--- config.mk ---
export PLATFORM = sky130hd
export DESIGN_NAME = ysyx_24100027_ifu
export DESIGN_NICKNAME = d
export VERILOG_FILES = /design/src/rtl/ysyx_24100027_ifu.sv
export SDC_FILE = /design/constraint.sdc
export NUM_CORES = 1
export LEC_CHECK = 0
export ABC_AREA = 1
export CORE_MARGIN = 4
export CORE_UTILIZATION = 35
export CTS_CLUSTER_DIAMETER = 40
export CTS_CLUSTER_SIZE = 12
export DETAILED_ROUTE_END_ITERATION = 8
export PLACE_DENSITY = 0.76
export SYNTH_ARGS = -nofsm -noshare
export SYNTH_HDL_FRONTEND = slang
export SYNTH_SLANG_ARGS = --single-unit
--- constraint.sdc ---
create_clock -name clk -period 2.4 [get_ports clk]
set_input_delay 0.48 -clock clk [delete_from_list [all_inputs] [get_ports clk]]
set_output_delay 0.48 -clock clk [all_outputs]
set_load 0.03 [all_outputs]
--- src/rtl/ysyx_24100027_ifu.sv ---
// Instruction fetch unit: owns the PC, fetches one word at a time from instruction memory
// and presents (pc, inst) to the core, reporting misaligned, access-fault and timeout errors.
module ysyx_24100027_ifu #(
  parameter logic [31:0] RESET_PC = 32'h8000_0000,
  parameter int unsigned TIMEOUT  = 255
) (
  input  logic        clk,
  input  logic        rst,
  output logic        imem_req_valid,
  input  logic        imem_req_ready,
  output logic [31:0] imem_req_addr,
  input  logic        imem_resp_valid,
  input  logic [31:0] imem_resp_data,
  input  logic        imem_resp_err,
  output logic        inst_valid,
  input  logic        inst_ready,
  output logic [31:0] pc,
  output logic [31:0] inst,
  input  logic [31:0] npc,
  output logic        fetch_err,
  output logic [1:0]  fetch_cause
);

  localparam logic [7:0] TimeoutCnt    = 8'(TIMEOUT);
  localparam logic [1:0] CauseNone     = 2'd0;
  localparam logic [1:0] CauseMisalign = 2'd1;
  localparam logic [1:0] CauseAccess   = 2'd2;
  localparam logic [1:0] CauseTimeout  = 2'd3;

  typedef enum logic [1:0] {StIdle, StReq, StWait, StDone} state_e;

  state_e      state_q, state_d;
  logic [31:0] pc_q, pc_d;
  logic [31:0] inst_q, inst_d;
  logic        err_q, err_d;
  logic [1:0]  cause_q, cause_d;
  logic [7:0]  cnt_q, cnt_d;
  logic [7:0]  cnt_inc;
  logic        pc_misaligned;

  assign cnt_inc       = cnt_q + 8'd1;
  assign pc_misaligned = (pc_q[1:0] != 2'b00);

  always_comb begin
    state_d = state_q;
    pc_d    = pc_q;
    inst_d  = inst_q;
    err_d   = err_q;
    cause_d = cause_q;
    cnt_d   = cnt_q;
    case (state_q)
      StIdle: state_d = StReq;
      StReq: begin
        if (pc_misaligned) begin
          inst_d  = '0;
          err_d   = 1'b1;
          cause_d = CauseMisalign;
          state_d = StDone;
        end else if (imem_req_ready) begin
          cnt_d   = '0;
          state_d = StWait;
        end
      end
      StWait: begin
        cnt_d = cnt_inc;
        // A response arriving on the timeout cycle still wins.
        if (imem_resp_valid) begin
          inst_d  = imem_resp_err ? 32'h0 : imem_resp_data;
          err_d   = imem_resp_err;
          cause_d = imem_resp_err ? CauseAccess : CauseNone;
          state_d = StDone;
        end else if (cnt_inc == TimeoutCnt) begin
          inst_d  = '0;
          err_d   = 1'b1;
          cause_d = CauseTimeout;
          state_d = StDone;
        end
      end
      StDone: begin
        if (inst_ready) begin
          pc_d    = npc;
          err_d   = 1'b0;
          cause_d = CauseNone;
          state_d = StReq;
        end
      end
      default: state_d = StIdle;
    endcase
  end

  always_ff @(posedge clk or negedge rst) begin
    if (!rst) begin
      state_q <= StIdle;
      pc_q    <= RESET_PC;
      inst_q  <= '0;
      err_q   <= 1'b0;
      cause_q <= CauseNone;
      cnt_q   <= '0;
    end else begin
      state_q <= state_d;
      pc_q    <= pc_d;
      inst_q  <= inst_d;
      err_q   <= err_d;
      cause_q <= cause_d;
      cnt_q   <= cnt_d;
    end
  end

  assign imem_req_valid = (state_q == StReq) && !pc_misaligned;
  assign imem_req_addr  = pc_q;
  assign inst_valid     = (state_q == StDone);
  assign pc             = pc_q;
  assign inst           = inst_q;
  assign fetch_err      = err_q;
  assign fetch_cause    = cause_q;

endmodule
# Yosys cells after proc, flatten, opt, wreduce, memory -nomap -nowiden
# Cells that the tools add are included.
[op_classes]
addsub = 1
eq_ne = 10
n_reduce_logical = 11
mux = 24
[ops]
columns = ["op", "n"]
rows = [
  ["two-way mux 32 bit", 4],
  ["one-hot mux 32 bit (2 select lines)", 1],
  ["two-way mux 2 bit", 9],
  ["two-way mux 8 bit", 2],
  ["one-hot mux 8 bit (2 select lines)", 1],
  ["AND reduction 3 bit", 3],
  ["adder 8 x 1 -> 8 bit, second input constant", 1],
  ["equality test 8 bit, second input constant", 1],
  ["one-hot mux 2 bit (4 select lines)", 1],
  ["!= test 2 bit, second input constant", 3],
  ["!= test 3 bit, second input constant", 2],
  ["one-hot mux 2 bit (3 select lines)", 1],
  ["equality test 2 bit, second input constant", 2],
  ["two-way mux 1 bit", 4],
  ["AND reduction 4 bit", 1],
  ["nonzero test 2 bit", 2],
  ["one-hot mux 1 bit (3 select lines)", 1],
  ["nonzero test 3 bit", 1],
  ["equality test 2 x 1 -> 1 bit, second input constant", 1],
  ["logical NOT 2 bit", 1],
  ["!= test 2 x 1 -> 1 bit, second input constant", 1],
  ["AND reduction 2 bit", 1],
  ["logical AND 1 bit", 1],
  ["logical NOT 1 bit", 1],
]
[word_totals]
word_cells = 52
regBits = 77
out_inout_bits = 101
input_bits = 70

# Depth between registers and ports, before layout
# Gate-level depths: netlist of run 1.
[logic_depth]
word_depth = 5
ltp_mapped = 13
mapped_depth_nobuf = 12

# Worst setup path after synthesis of run 1
# OpenSTA, ideal clock, no wires.
[synth_path]
path_type = "register to register"
startpoint = "reg pc_q[1] (netlist: imem_req_addr[1])"
endpoint = "reg inst_q[5] (netlist: inst[5])"
required_time_ns = 2.326
setup_ns = 0.074
t_arrival_ns = 1.783
path_slack_ns = 0.543
path_stages_with_launch = 9
synth_period_minus_slack_ns = 1.857
n_path_buf = 1
cell_sequence = "dfrtp_1 > nor2_1 > inv_1 > nor2_1 > nor2_1 > nand2_4 > buf_6 > nand2_1 > o21ai_2"
[synth_via]
elab_chain_len = 3
[synth_rtl]
columns = ["element", "line", "source"]
rows = [
  ["start, declared", "33", "logic [31:0] pc_q, pc_d;"],
  ["start signal, assigned", "101", "pc_q <= pc_d;"],
  ["nonzero test 2 bit", "42", "assign pc_misaligned = (pc_q[1:0] != 2'b00);"],
  ["!= test 2 bit (no line)", "-", ""],
  ["AND reduction 3 bit (no line)", "-", ""],
  ["end signal, assigned", "102", "inst_q <= inst_d;"],
  ["end, declared", "34", "logic [31:0] inst_q, inst_d;"],
]
# Every way passes these cells.
# A chain may end at the register's enable or synchronous reset.

# Worst setup path in the final report of run 1
[layout_path]
startpoint = "reg state_q[1]"
endpoint = "out imem_req_valid"
[layout_via]
elab_chain_len = 2
[layout_rtl]
columns = ["element", "line", "source"]
rows = [
  ["start, declared", "32", "state_e state_q, state_d;"],
  ["start signal, assigned", "93", "state_q <= StIdle;"],
  ["start signal, assigned", "100", "state_q <= state_d;"],
  ["equality test 2 x 1 -> 1 bit", "109", "assign imem_req_valid = (state_q == StReq) && !pc_misaligned;"],
  ["logical AND 1 bit", "109", ""],
  ["end, declared", "9", "output logic imem_req_valid,"],
]
# Every way passes these cells.

==> impl_results.md, run 1 <==
- Number of hold violations in the final report: 0
- Post-Layout Cell Count: 636
- Synth area leaders: dfrtp_1 51%, mux2_2 9.7%, nand2_1 8.5%, o21ai_2 7.6%, buf_4 6.5%
- Combinational family with the most area after synthesis: simple AND/OR/NAND/NOR gates
- GP Congestion: 0.835
- Largest net degree at the start of global routing: 45
- Min Hold Slack: 76.6 ps
- Critical Path, Cell by Cell: inv_1 > ha_1 > inv_1 > nor2_1 > dlygate4sd2_1
- Final worst path period need: 2200 ps
- Clock skew: 17.1 ps
- Worst Setup SP: state_q[1]
- DRC Markers: 0
- Post-DP Area: 5320 µm²
- Core area: 10300 µm²
- Yosys cell types: 24
- Placed cells: 621
- Htree depth: 3
- Worst-skew pair later-pin latency: 340 ps
- Crit path max fanout: 4
- Area leader, netlist: dfrtp_1
- Multiplexer share of the synthesized area: 9.72%
- Worst Tran Pin Value: 467 ps
- Final Cycle Share: 91.5%
- Area Growth Syn to Fin: 47.8%
- Die height: 111 µm
- Layout net count: 572
- Final instance area: 5480 µm²
- DR vias: 2867
- Multi-input logic area: 1390 µm²
- Fraction of layout cells with a size suffix above 1: 22.6%
- FF+latch count, synth: 77
- R2R Setup Slk: 350 ps
- Global route total overflow: 0
- Reg2reg start: cnt_q[0]
- CTS max path bufs: 2
- Setup violators final: 0
- Gr usage total: 15.2%
- Top-area cell type share of the netlist area: 51.3%
- Gate Count Post-Synth: 354
- Initial drt markers: 82
- Max transition margin: 68.9%
- Mapped cell area: 3710 µm²
- Avg Synthesized Cell Area: 10.5 µm²
- # diodes: 0
- CTS Root Cell: clkbuf_8
- RSZ-0062 raised after global routing: false
- Routed WL: 9040 µm
- Sinks on Clock Net: 77
- Routed len/inst: 14.2 µm
- Worst EP required: 1920 ps
- # IOs: 171
- Postcts setup bufs: 0
- Rows: 37
- Initial antenna violation count: 0
- Clock Pin Slew Worst Setup and Hold Paths: 90 ps
- Number of synthesized flops with an enable pin: 0
- CP Class: flip-flop to primary output
- Fill cells: 922
- Ys async rst share: 100%
- Setup TNS Final: 0 ps
- Peak VDD IR: 0.660 mV
- Maximum clock rate: 455 MHz
- Num CTS Buffers: 9
- First-pass GRT wire length: 15200 µm
- Power Density: 1390 nW/µm²
- DRT antenna net count: 0
- Outcome: finished, final reports clean
- Die Wd: 111 µm
- Post-synthesis xor/xnor area fraction: 0.472%
- Max-cap violations: 0
- Critical Path AT: 1720 ps
- Worst r2r path cells: 10
- Register Area: 1930 µm²
- Final Slew Violations: 0
- Vias in the first global route: 2986
- Critical Path Sink Type: primary output
- IO buf count: 170
- Vias/cell: 4.51
- Startpoint Class: flip-flop
- Slowest cell on crit path: dlygate4sd2_1
- DIE AREA: 12300 µm²
- Static leakage: 2.29 nW
- Synthesized Nets: 430
- Synth warn: 0
- Sequential area share after synthesis: 52.0%
- Most numerous cell on the critical path: inv_1
- CTS tree: built
- Critical Path Max Stage Delay: 440 ps
- Starting Density: 35.9%
- Ys flop type: dfrtp_1
- End point of the critical path: imem_req_valid
- Worst reg2reg endpoint: inst[19]
- Drt pass-1 iters: 4
- Hold Crit Class: primary input to async pin
- Dpl hpwl: 7010 µm
- Post-Synth Simple-Gate Area: 16.0%
- Post-synthesis compound-gate area fraction: 9.18%
- Synth Area in Adders: 2.02%
-- final cells by class --
| class | instances | area share [%] |
|---|---|---|
| Sequential cell | 77 | 35.2 |
| Timing Repair Buffer | 176 | 32.3 |
| Multi-Input combinational cell | 216 | 25.4 |
| Tap cell | 136 | 3.11 |
| Clock buffer | 9 | 2.26 |
| Inverter | 16 | 1.10 |
| Clock inverter | 6 | 0.731 |
-- metrics by stage --
step	total power [mW]	worst slack, ps	util (%)
after floorplan	5.43	543	-
after global placement	6.76	328	51.5
after global routing	8.06	63.2	53.1
after detailed placement	6.85	280	51.5
final	7.60	203	53.1
after CTS	7.71	170	53.1
-- power breakdown --
group | switching (mW) | internal, mW
clock network | 0.475 | 0.370
logic | 2.80 | 1.89
registers | 0.324 | 1.75
-- cells in the final DEF, fill, tap and decap left out, drive strengths merged --
cell / Yosys / layout
nor2: 16 / 16
ha: 6 / 6
clkbuf: 4 / 9
xor2: 2 / 2
dfrtp: 76 / 76
clkdlybuf4s50: 0 / 168
o21ai: 39 / 39
nand2: 103 / 103
nor3: 1 / 1
nand4: 5 / 5
dfstp: 1 / 1
nand3: 7 / 7
clkinvlp: 0 / 1
clkinv: 0 / 4
or2: 1 / 1
o22ai: 4 / 4
dlygate4sd2: 0 / 1
buf: 41 / 7
inv: 16 / 17
mux2: 32 / 32
-- cell usage after synthesis (4+ instances only) --
| cell type | n |
|---|---|
| nand2_1 | 84 |
| dfrtp_1 | 76 |
| buf_4 | 32 |
| mux2_2 | 32 |
| o21ai_2 | 32 |
| nand2_2 | 17 |
| inv_1 | 15 |
| nor2_1 | 12 |
| nand3_1 | 7 |
| buf_6 | 6 |
| ha_1 | 6 |
| o21ai_0 | 6 |
| nand4_1 | 5 |
| clkbuf_1 | 4 |
| nor2_2 | 4 |
| o22ai_1 | 4 |
-- worst max-delay path, delay by kind of cell (launching register included) --
family / cells / cell delay (ps)
buf+inv: 3 / 590
simple gates: 1 / 190
fa+ha+maj: 1 / 170
flops: 1 / 430
-- flip-flops by register name (all words and copies together) (netlist names) --
register and flops:
fetch_cause 2, imem_req_addr 32, cnt_q 8, state_q 2, inst 32, fetch_err 1
-- worst min-delay path by stage --
stage,from,to,slack [ps]
2_1_floorplan,rst,cnt_q[0],180
3_3_place_gp,rst,imem_req_addr[30],460
3_5_place_dp,fetch_cause[0],fetch_cause[0],460
4_1_cts,rst,imem_req_addr[30],90
5_1_grt,rst,imem_req_addr[23],80
6_report,rst,imem_req_addr[30],80
-- cells by family after synthesis --
| logic type | Yosys count |
|---|---|
| AND/OR/NAND/NOR | 133 |
| flip-flops | 77 |
| adder cells (fa/ha/maj) | 6 |
| multiplexers | 32 |
| AO/OA/AOI/OAI | 43 |
| buffers and inverters | 61 |
| XOR/XNOR | 2 |
-- layer usage --
| metal | wire (µm) | share of wire [%] | vias up | GRT usage, % |
|---|---|---|---|---|
| met5 | 0 | 0 | - | 0 |
| met4 | 187 | 2.1 | 0 | 4.43 |
| met3 | 765 | 8.5 | 11 | 5.79 |
| li1 | - | - | 1396 | - |
| met2 | 4260 | 47 | 137 | 25.7 |
| met1 | 3830 | 42 | 1323 | 17.9 |
-- timing repair --
item                       in CTS  in global routing
gates resized for setup         1                  0
setup endpoints to repair       1                  0
hold buffers                    0                  0
(Power assumes the default switching activity.)
==> run 2: changes to the inputs <==
--- a/config.mk
+++ b/config.mk
@@ -7,11 +7,10 @@
 export LEC_CHECK = 0
 export ABC_AREA = 1
 export CORE_MARGIN = 4
-export CORE_UTILIZATION = 35
+export CORE_UTILIZATION = 44
 export CTS_CLUSTER_DIAMETER = 40
-export CTS_CLUSTER_SIZE = 12
 export DETAILED_ROUTE_END_ITERATION = 8
-export PLACE_DENSITY = 0.76
+export PLACE_DENSITY = 0.91
 export SYNTH_ARGS = -nofsm -noshare
 export SYNTH_HDL_FRONTEND = slang
 export SYNTH_SLANG_ARGS = --single-unit
==> impl_results.md, run 2 (synthesis gave the netlist of run 1 again) <==
- Outcome: finished, final reports clean (unchanged)
- Rows: 33 (was 37)
- Post-DP Area: 5300 µm² (was 5320 µm²)
- Dpl hpwl: 7090 µm (was 7010 µm)
- Area Growth Syn to Fin: 48.4% (was 47.8%)
- Fraction of layout cells with a size suffix above 1: 22.6% (about the same)
- Htree depth: 3 (unchanged)
- CTS Root Cell: clkbuf_8 (unchanged)
- Crit path max fanout: 4 (unchanged)
- Die Wd: 99.8 µm (was 111 µm)
- Num CTS Buffers: 9 (unchanged)
- Vias/cell: 4.82 (was 4.51)
- IO buf count: 170 (unchanged)
- CTS tree: built (unchanged)
- Final worst path period need: 2190 ps (was 2200 ps)
- Critical Path Sink Type: primary output (unchanged)
- Most numerous cell on the critical path: inv_1 (unchanged)
- # IOs: 171 (unchanged)
- # diodes: 0 (unchanged)
- RSZ-0062 raised after global routing: false (unchanged)
- Routed WL: 9150 µm (was 9040 µm)
- GP Congestion: 0.893 (was 0.835)
- Setup TNS Final: 0 ps (unchanged)
- CP Class: flip-flop to primary output (unchanged)
- Clock Pin Slew Worst Setup and Hold Paths: 80 ps (was 90 ps)
- Hold Crit Class: primary input to async pin (unchanged)
- Critical Path AT: 1710 ps (was 1720 ps)
- Peak VDD IR: 0.790 mV (was 0.660 mV)
- Core area: 8220 µm² (was 10300 µm²)
- Worst r2r path cells: 11 (was 10)
- Drt pass-1 iters: 4 (unchanged)
- Most common cell after layout, fill and taps aside: clkdlybuf4s50_1 (unchanged)
- Number of hold violations in the final report: 0 (unchanged)
- Slowest cell on crit path: dfrtp_1 (was dlygate4sd2_1)
- Maximum clock rate: 456 MHz (was 455 MHz)
- Setup violators final: 0 (unchanged)
- Place WS: 281 ps (was 280 ps)
- Final instance area: 5500 µm² (was 5480 µm²)
- Max-cap violations: 0 (unchanged)
- Vias in the first global route: 3041 (was 2986)
- First-pass GRT wire length: 14500 µm (was 15200 µm)
- Worst EP required: 1920 ps (about the same)
- Sinks on Clock Net: 77 (unchanged)
- Worst Tran Pin Value: 511 ps (was 467 ps)
- Final Slew Violations: 0 (unchanged)
- Postcts setup bufs: 0 (unchanged)
- Final Cycle Share: 91.3% (was 91.5%)
- Critical Path, Cell by Cell: inv_1 > ha_1 > inv_1 > nor2_1 > dlygate4sd2_1 (unchanged)
- Gr usage total: 18.1% (was 15.2%)
- Starting Density: 45.1% (was 35.9%)
- Max transition margin: 65.9% (was 68.9%)
- Die height: 99.8 µm (was 111 µm)
- Power Density: 1430 nW/µm² (was 1390 nW/µm²)
- Power, Total: 7.87 mW (was 7.60 mW)
- Clock skew: 10.4 ps (was 17.1 ps)
- Final Worst Setup Slack: 209 ps (was 203 ps)
- Startpoint Class: flip-flop (unchanged)
- Layout net count: 572 (unchanged)
- Commonest non-fill, non-tap cells in the layout: 168 x clkdlybuf4s50_1, 84 x nand2_1, 76 x dfrtp_1 (unchanged)
- Routed len/inst: 15.1 µm (was 14.2 µm)
- Static leakage: 2.31 nW (was 2.29 nW)
- DIE AREA: 9960 µm² (was 12300 µm²)
- DRC Markers: 0 (unchanged)
- Largest net degree at the start of global routing: 40 (was 45)
- Initial antenna violation count: 0 (unchanged)
- Critical Path Max Stage Delay: 430 ps (was 440 ps)
- Global route total overflow: 0 (unchanged)
- DRT antenna net count: 0 (unchanged)
- Worst-skew pair later-pin latency: 340 ps (about the same)
- DR vias: 2923 (was 2867)
- CTS max path bufs: 2 (unchanged)
- Initial drt markers: 79 (was 82)
-- run 2: changes by cell type in the layout (fill, tap and decap cells not counted) --
| cell | previous run | this run |
|---|---|---|
| buf_12 | 2 | 4 |
| buf_4 | 5 | 3 |
| bufinv_16 | 0 | 1 |
| clkbuf_1 | 0 | 1 |
| clkbuf_8 | 9 | 10 |
| clkinv_2 | 3 | 1 |
| clkinv_4 | 1 | 0 |
| clkinvlp_4 | 1 | 2 |
-- run 2: what timing repair did --
item | CTS | global route
hold buffers | 0 | 0
setup endpoints to repair | 1 | 0
gates resized for setup | 1 | 0
-- run 2: critical path, delay by kind of cell, from the launching register on --
family        cells  cell delay, ps
buf+inv           3             600
simple gates      1             180
fa+ha+maj         1             180
flops             1             430
-- run 2: final cells by class --
type | instances | area [µm²]
well taps | 105 | 131
multi-input cells | 216 | 1390
repair buffers | 176 | 1790
flip-flops and latches | 77 | 1930
clock buffers | 11 | 141
inverters | 16 | 60.1
fillers | 631 | 2710
clock inverters | 5 | 58.8
-- run 2: path summary, 6_finish.rpt --
kind / start / slack, ps / endpoint
worst min-delay path: rst / 110 / inst[9]
worst max register to register: cnt_q[0] / 290 / inst[5]
worst max-delay path: state_q[1] / 210 / imem_req_valid
min in group clk: inst[13] / 490 / inst[13]
max in group asynchronous: rst / 1640 / imem_req_addr[31]
worst min register to register: inst[13] / 490 / inst[13]
-- run 2: per-layer routing --
layer	global-route usage [%]	vias to the layer above	routed length [µm]
met1	21.9	1348	3700
met5	0	-	0
met2	31.9	159	4550
li1	-	1402	-
met3	3.96	14	747
met4	6.09	0	150
-- run 2: where the power goes --
| group | total [mW] | internal, mW | switching, mW |
|---|---|---|---|
| sequential | 2.09 | 1.75 | 0.341 |
| clock | 0.979 | 0.512 | 0.468 |
| combinational | 4.80 | 1.95 | 2.85 |
-- run 2: through the flow --
step / cells / utilization (%) / hold WS (ps)
after detailed placement: 590 / 64.6 / 470
final: 606 / 67.0 / 109
after CTS: 606 / 67.0 / 117
after global placement: 590 / 64.6 / 465
after floorplan: 354 / - / 184
after global routing: 606 / 67.0 / 141
